`config.mk`:
```
export PLATFORM = sky130hd
export DESIGN_NAME = inst_fetch_req_ctrl
export DESIGN_NICKNAME = d
export VERILOG_FILES = /design/src/rtl/inst_fetch_req_ctrl_pkg.sv /design/src/rtl/fetch_cancel_code_gen.sv /design/src/rtl/inst_fetch_req_ctrl.sv
export SDC_FILE = /design/constraint.sdc
export NUM_CORES = 1
export LEC_CHECK = 0
export ABC_AREA = 1
export CAP_MARGIN = 30
export CORE_ASPECT_RATIO = 1.5
export CORE_UTILIZATION = 37
export CTS_CLUSTER_SIZE = 28
export DETAILED_ROUTE_END_ITERATION = 10
export GPL_TIMING_DRIVEN = 0
export PLACE_DENSITY = 0.81
export SLEW_MARGIN = 10
export SYNTH_ARGS = -nofsm -noshare
export SYNTH_HDL_FRONTEND = slang
export SYNTH_HIERARCHICAL = 1
export SYNTH_SLANG_ARGS = --single-unit
export TNS_END_PERCENT = 5
```
`constraint.sdc`:
```
create_clock -name clk -period 3.55 [get_ports clk]
set_input_delay 0.71 -clock clk [delete_from_list [all_inputs] [get_ports clk]]
set_output_delay 0.71 -clock clk [all_outputs]
set_load 0.03 [all_outputs]
```
`src/rtl/inst_fetch_req_ctrl_pkg.sv`:
```
// Shared definitions for the instruction-fetch request controller.
//   ADDR_W / DATA_W : fetch address and packet widths
//   MAX_OUT         : outstanding address-accepted request limit
//   Ce*             : 2-bit rdata-cancel codes sent to the IF-side cancel FSM
//   sat_cnt         : clamps a 3-bit intermediate count into a 2-bit counter
package inst_fetch_req_ctrl_pkg;

  localparam int ADDR_W  = 32;
  localparam int DATA_W  = 64;
  localparam int MAX_OUT = 2;

  localparam logic [1:0] MaxOut2 = 2'(MAX_OUT);
  localparam logic [2:0] MaxOut3 = 3'(MAX_OUT);

  localparam logic [1:0] CeMark = 2'b10;
  localparam logic [1:0] CeUse  = 2'b01;
  localparam logic [1:0] CeIdle = 2'b00;

  function automatic logic [1:0] sat_cnt(input logic [2:0] v);
    return (v > MaxOut3) ? MaxOut2 : v[1:0];
  endfunction

endpackage

```
`src/rtl/fetch_cancel_code_gen.sv`:
```
// Cancel-code generator: accumulates pending "mark" and "consumed" events and
// emits one code per cycle, marks first, so every 01 follows its 10.
//   clk, rst_n   : clock, async active-low reset
//   i_mark_add   : number of responses newly marked cancelled this cycle
//   i_use_inc    : a cancelled response was consumed this cycle
//   o_ce_we      : registered code (10 mark, 01 consumed, 00 idle)
module fetch_cancel_code_gen
  import inst_fetch_req_ctrl_pkg::*;
(
  input  logic       clk,
  input  logic       rst_n,
  input  logic [1:0] i_mark_add,
  input  logic       i_use_inc,
  output logic [1:0] o_ce_we
);

  logic [1:0] r_mark_pend;
  logic [1:0] r_use_pend;
  logic [1:0] r_ce_we;
  logic [2:0] w_mark_eff;
  logic [2:0] w_use_eff;

  // Fold this cycle's events in so the code appears one cycle after its cause.
  assign w_mark_eff = {1'b0, r_mark_pend} + {1'b0, i_mark_add};
  assign w_use_eff  = {1'b0, r_use_pend} + {2'b00, i_use_inc};

  always_ff @(posedge clk or negedge rst_n) begin
    if (!rst_n) begin
      r_mark_pend <= 2'd0;
      r_use_pend  <= 2'd0;
      r_ce_we     <= CeIdle;
    end else if (w_mark_eff != 3'd0) begin
      r_ce_we     <= CeMark;
      r_mark_pend <= sat_cnt(w_mark_eff - 3'd1);
      r_use_pend  <= sat_cnt(w_use_eff);
    end else if (w_use_eff != 3'd0) begin
      r_ce_we     <= CeUse;
      r_mark_pend <= 2'd0;
      r_use_pend  <= sat_cnt(w_use_eff - 3'd1);
    end else begin
      r_ce_we     <= CeIdle;
      r_mark_pend <= 2'd0;
      r_use_pend  <= 2'd0;
    end
  end

  assign o_ce_we = r_ce_we;

endmodule

```
`src/rtl/inst_fetch_req_ctrl.sv`:
```
// Instruction-fetch bus sequencer between pre-IF and IF.
//   preif_req_i/preif_addr_i/preif_ready_o : pre-IF request and handshake
//   excep_flush_i/banch_flush_i            : flush sources
//   inst_sram_*                            : SRAM-like instruction bus
//   if_allowin_i/if_data_ok_o/if_rdata_o   : packet delivery to IF
//   inst_rdata_ce_we_o                     : cancel code for the IF cancel FSM
//   inst_rdata_buffer_o                    : {buf_valid, buf_data}
// At most one live packet is in flight; older cancelled responses may still
// be outstanding and are discarded in order as they return.
module inst_fetch_req_ctrl
  import inst_fetch_req_ctrl_pkg::*;
(
  input  logic              clk,
  input  logic              rst_n,
  input  logic              preif_req_i,
  input  logic [ADDR_W-1:0] preif_addr_i,
  input  logic              excep_flush_i,
  input  logic              banch_flush_i,
  input  logic              if_allowin_i,
  output logic              inst_sram_req_o,
  output logic [ADDR_W-1:0] inst_sram_addr_o,
  input  logic              inst_sram_addr_ok_i,
  input  logic              inst_sram_data_ok_i,
  input  logic [DATA_W-1:0] inst_sram_rdata_i,
  output logic              preif_ready_o,
  output logic [1:0]        inst_rdata_ce_we_o,
  output logic [DATA_W:0]   inst_rdata_buffer_o,
  output logic              if_data_ok_o,
  output logic [DATA_W-1:0] if_rdata_o
);

  logic [1:0]        r_out_cnt;
  logic [1:0]        r_cancel_cnt;
  logic              r_buf_valid;
  logic [DATA_W-1:0] r_buf_data;

  logic       w_flush;
  logic [1:0] w_live;
  logic       w_req;
  logic       w_hs;
  logic       w_dok;
  logic       w_live_dok;
  logic       w_canc_dok;
  logic [1:0] w_out_next;
  logic [1:0] w_cancel_next;
  logic [1:0] w_mark_add;

  assign w_flush = excep_flush_i | banch_flush_i;
  assign w_live  = r_out_cnt - r_cancel_cnt;

  // Gated by rst_n so every output drops the moment reset asserts.
  assign w_req = rst_n & preif_req_i & ~w_flush & (r_out_cnt < MaxOut2)
               & (w_live == 2'd0) & ~r_buf_valid;
  assign w_hs  = w_req & inst_sram_addr_ok_i;

  // A response with nothing outstanding is ignored rather than underflowing.
  assign w_dok      = rst_n & inst_sram_data_ok_i & (r_out_cnt != 2'd0);
  assign w_live_dok = w_dok & ~w_flush & (r_cancel_cnt == 2'd0);
  assign w_canc_dok = w_dok & ~w_flush & (r_cancel_cnt != 2'd0);

  always_comb begin
    w_out_next = r_out_cnt;
    if (w_hs && !w_dok && (r_out_cnt < MaxOut2)) begin
      w_out_next = r_out_cnt + 2'd1;
    end else if (!w_hs && w_dok) begin
      w_out_next = r_out_cnt - 2'd1;
    end
  end

  // On flush everything still outstanding (minus a response landing now,
  // which is dropped) becomes cancelled; only growth is reported as marks.
  always_comb begin
    w_cancel_next = r_cancel_cnt;
    w_mark_add    = 2'd0;
    if (w_flush) begin
      w_cancel_next = r_out_cnt - {1'b0, w_dok};
      if (w_cancel_next > r_cancel_cnt) begin
        w_mark_add = w_cancel_next - r_cancel_cnt;
      end
    end else if (w_canc_dok) begin
      w_cancel_next = r_cancel_cnt - 2'd1;
    end
  end

  always_ff @(posedge clk or negedge rst_n) begin
    if (!rst_n) begin
      r_out_cnt    <= 2'd0;
      r_cancel_cnt <= 2'd0;
    end else begin
      r_out_cnt    <= w_out_next;
      r_cancel_cnt <= w_cancel_next;
    end
  end

  always_ff @(posedge clk or negedge rst_n) begin
    if (!rst_n) begin
      r_buf_valid <= 1'b0;
      r_buf_data  <= '0;
    end else if (w_flush || (r_buf_valid && if_allowin_i)) begin
      r_buf_valid <= 1'b0;
      r_buf_data  <= '0;
    end else if (w_live_dok && !if_allowin_i) begin
      r_buf_valid <= 1'b1;
      r_buf_data  <= inst_sram_rdata_i;
    end
  end

  fetch_cancel_code_gen u_ce_gen (
    .clk        (clk),
    .rst_n      (rst_n),
    .i_mark_add (w_mark_add),
    .i_use_inc  (w_canc_dok),
    .o_ce_we    (inst_rdata_ce_we_o)
  );

  assign inst_sram_req_o     = w_req;
  assign inst_sram_addr_o    = preif_addr_i;
  assign preif_ready_o       = w_hs;
  assign if_data_ok_o        = r_buf_valid | w_live_dok;
  assign if_rdata_o          = r_buf_valid ? r_buf_data : inst_sram_rdata_i;
  assign inst_rdata_buffer_o = {r_buf_valid, r_buf_data};

endmodule

```
==> results.md <==
Detailed routing:
- Summing over every cut layer, the via total after detailed routing is 4581.
- The post-detailed-route DRC marker count is 0.
- The average wire length per cell after detail routing is 14.93 µm.
- The first TritonRoute pass finished after 8 iterations.
- Once detail routing completed, the nets flagged for antenna violations numbered 0.
- Summed over all layers, the routed wires come to 14360 µm.
- The number of DRC violations after detailed-routing iteration 0 is 174.
- The number of vias per cell after detailed routing is 4.762.

Worst setup path:
- STA puts the critical path data required time at 2840 ps.
- The launch point of the worst reg-to-reg path is r_out_cnt[0].
- Walking the worst path, the cells encountered are clkdlybuf4s50_1 -> nor2_2 -> nand2_1 -> nor2_1 -> nand3_1 -> inv_1 -> clkdlybuf4s50_1.
- The slack of the worst reg-to-reg path is 230 ps.
- The critical path startpoint category is an input port.
- Measured in cells, the most critical reg-to-reg path has a length of 17.
- The worst reg2reg path endpoint is u_ce_gen/r_use_pend[0].
- STA classifies the critical path endpoint as an output pin.
- The data arrival time of the critical path is 2700 ps.
- The critical path in this run is classified as input port to output pin.
- Along the worst path, the maximum fanout reaches 7.
- The cell type with the highest occurrence count on the critical path is clkdlybuf4s50_1.
- The largest individual stage delay along the critical path comes from the cell clkdlybuf4s50_1.
- The largest single stage delay on the critical path is 680 ps.

Die:
- 270 I/O pins were placed.
- In this run the vertical extent of the chip is 134.3 µm.
- The core region is 0.01141 mm².
- The floorplan step defined a die boundary enclosing 0.01212 mm².
- The effective utilization at floorplan is 37.84%.
- The die boundary width is 90.21 µm.
- The row count is 48.

Timing:
- At the pin with the least slew margin, the transition time is 553.8 ps.
- The total count of hold-check failures in the final report is 0.
- The max-slew violation count came to 0.
- Setup violations remaining at the end of the flow were counted as 0.
- The normalized max-slew margin is approximately 63%.
- The post-route worst setup slack is 138.0 ps.
- The share of the clock period used by the worst path after layout is 96.11%.
- Setup repair after global routing left no endpoint under its margin.
- The setup skew after layout is 5.769 ps.
- For the finished layout, the period the worst path requires is 3412 ps.
- For this run, the top clock speed supported by timing is 293.1 MHz.

Pwr:
- The sequential power share is between 30 and 40%.
- The share of power burned in the clock network is 30.8%.
- The design draws approximately 3.1 mW.
- The switching power share of the total is ~34%.
- Summed over all cells, the static leakage comes to 3.222 nW.
- The internal portion of total power is 2.064 mW.
- The combinational fraction of design power is 38.7%.
- The worst ir drop on vdd is 0.2614 mV.
- The power spent charging and discharging nets is around 1.0 mW.
- Power spread over the standard cell area amounts to approximately 420 mW/mm².

Clocking:
- The H-tree was split into 3 levels.
- Hold repair after CTS inserted 0 buffers.
- The number of clock sinks is 75.
- The root buffer cell chosen for the clock tree is clkbuf_16.
- After clock tree synthesis, the clock-pin slew on the worst setup and hold paths is approximately 60 ps.
- The maximum clock path buffer count is 2.
- The later pin in the worst-skew pair is clocked with a latency of 330 ps.
- Clock tree synthesis inserted a total of 9 buffers.
- TritonCTS built the clock tree.

Final layout:
- The final core utilization is 64.81%.
- The filler cells instantiated in the layout total 1000.
- Compared with the post-synthesis result, the final layout area differs by 71.28%.
- Cells with a size suffix above 1 make up between 10% and 20% of the layout.
- The final net count is 927.
- The multi-input combinational cells in the finished layout cover a total of 0.001768 mm².
- The total area of sequential cells is 0.001877 mm².
- The count of inserted antenna diode cells is 0.

Placed design:
- The number of input and output port buffers inserted is 237.
- OpenSTA, run right after detailed placement, puts the worst setup slack at -964.7 ps.
- The global placer's final weighted congestion is slightly above 0.8.
- The HPWL after detailed placement is 10670 µm.

Global route:
- The number of global-route vias before repair is approximately 4500.
- After global routing the overflow that remains totals 0.
- The first global-routing pass estimated roughly 23000 µm of wire.
- The initial antenna violation count is 0.
- Entering global routing, the biggest net connects 39 pins.
- The global-route total usage across every layer is 23.98%.

Synth:
- For this run, the number of Yosys warnings is 6.
- The number of nets in the synthesized netlist is 674.
- After synthesis, the mean cell area works out to 7.794 µm².
- The most numerous cell in the Yosys netlist is nand2_1.
- In the synthesized netlist the dominant register cell turns out to be dfrtp_1.
- Counting instances in the post-synthesis netlist gives the leading cell types as nand2_1, inv_1, dfrtp_1.
- The proportion of synthesized flip-flops having asynchronous set or reset is 100.0%.
- By area the synthesized netlist is led by dfrtp_1, nand2_1, o21ai_0.
- The number of different library cells used by synthesis comes to 31.
- Summing the sequential cell areas from Yosys gives 43.47% of the chip area.
- The synthesis-stage register bit count is 75.
- The number of enable-type register cells in the synthesized netlist is 0.
- The synthesized design spends more area on one cell type than any other, namely dfrtp_1.
- In the synthesized netlist, the number of instances is 554.
- The synthesized netlist occupies a cell area of 0.004318 mm².
- The proportion of netlist area held by the largest area contributor is 43.47%.

Job:
- Max-cap violations in this run came to 0.

Worst hold path:
- The worst min-delay path class is input port to async pin.

Run status:
- The flow ran to the end, and the final reports show no timing, DRC or antenna violations.
[cells by family (layout without fill, tap and decap cells)]
kind of cell	Yosys count	in the layout	share of synthesized area, %
compound gates	142	142	17.50
buf+inv	150	408	17.70
flops	75	75	43.47
fa+ha+maj	16	16	5.332
simple gates	171	171	16.00
[flip-flops by register name (all words and copies together) (netlist names)]
signal	flops
u_ce_gen/o_ce_we	2
r_buf_valid	1
r_out_cnt	2
u_ce_gen/r_mark_pend	2
r_buf_data	64
u_ce_gen/r_use_pend	2
r_cancel_cnt	2
[per-stage QoR]
step           setup TNS (ps)  hold slack [ps]  cells  cell area (µm²)
2_1_floorplan               0            414.4    554             4327
3_3_place_gp          -232540            520.4    941             6887
3_5_place_dp            -5347            527.7    942             6904
4_1_cts                     0            212.0    963             7408
5_1_grt                     0            249.8    962             7396
6_report                    0            230.9    962             7396
[metal layers]
layer,up-vias,routed length [µm],GRT usage [%]
met5,-,0,0
met4,0,460,11.74
met3,28,747,3.345
met2,191,7758,45.84
met1,2148,5395,25.51
li1,2214,-,-
[placed cells by master (no fill, tap or decap), types with 9 or more instances in the layout]
cell,netlist,final
o21ai_1,52,52
nand2_1,151,149
clkbuf_16,0,9
inv_1,81,80
clkbuf_1,13,13
buf_4,38,41
o21ai_0,72,72
dfrtp_1,75,75
o21ai_2,9,9
clkdlybuf4s50_1,0,235
[power by group through the flow]
stage / registers (mW) / clock network [mW] / logic [mW]
2_1_floorplan: 0.991 / 0 / 0.627
3_5_place_dp: 0.961 / 0 / 1.04
5_1_grt: 0.955 / 1.00 / 1.31
6_report: 0.949 / 0.955 / 1.20
3_3_place_gp: 0.960 / 0 / 1.02
4_1_cts: 0.949 / 0.982 / 1.21
[timing repair]
| action | 4_1_cts | 5_1_grt |
|---|---|---|
| pin swaps | 10 | 6 |
| setup endpoints to repair | 6 | 5 |
| gates resized for setup | 20 | 2 |
| cloned | 2 | 0 |
| setup buffers | 3 | 0 |
[critical path, delay by kind of cell]
family        cells  cell delay (ps)
buf+inv           3             1170
simple gates      4              820
[worst max-delay path by stage]
| stage | slack (ps) | to | start |
|---|---|---|---|
| 4_1_cts | 20 | u_ce_gen/r_use_pend[0] | inst_sram_data_ok_i |
| 2_1_floorplan | 10 | u_ce_gen/r_use_pend[0] | rst_n |
| 5_1_grt | 10 | preif_ready_o | banch_flush_i |
| 3_3_place_gp | -3690 | u_ce_gen/r_use_pend[0] | rst_n |
| 3_5_place_dp | -960 | u_ce_gen/r_use_pend[0] | rst_n |
| 6_report | 140 | preif_ready_o | banch_flush_i |
[area by class of cell]
class / count / area share [%]
inverters: 91 / 4.754
clock inverters: 4 / 0.6429
clock buffers: 12 / 3.603
repair buffers: 242 / 33.53
well taps: 150 / 2.538
flip-flops and latches: 75 / 25.38
multi-input cells: 329 / 23.90
plain buffers: 59 / 5.650
Power figures use the tool's default switching activity.
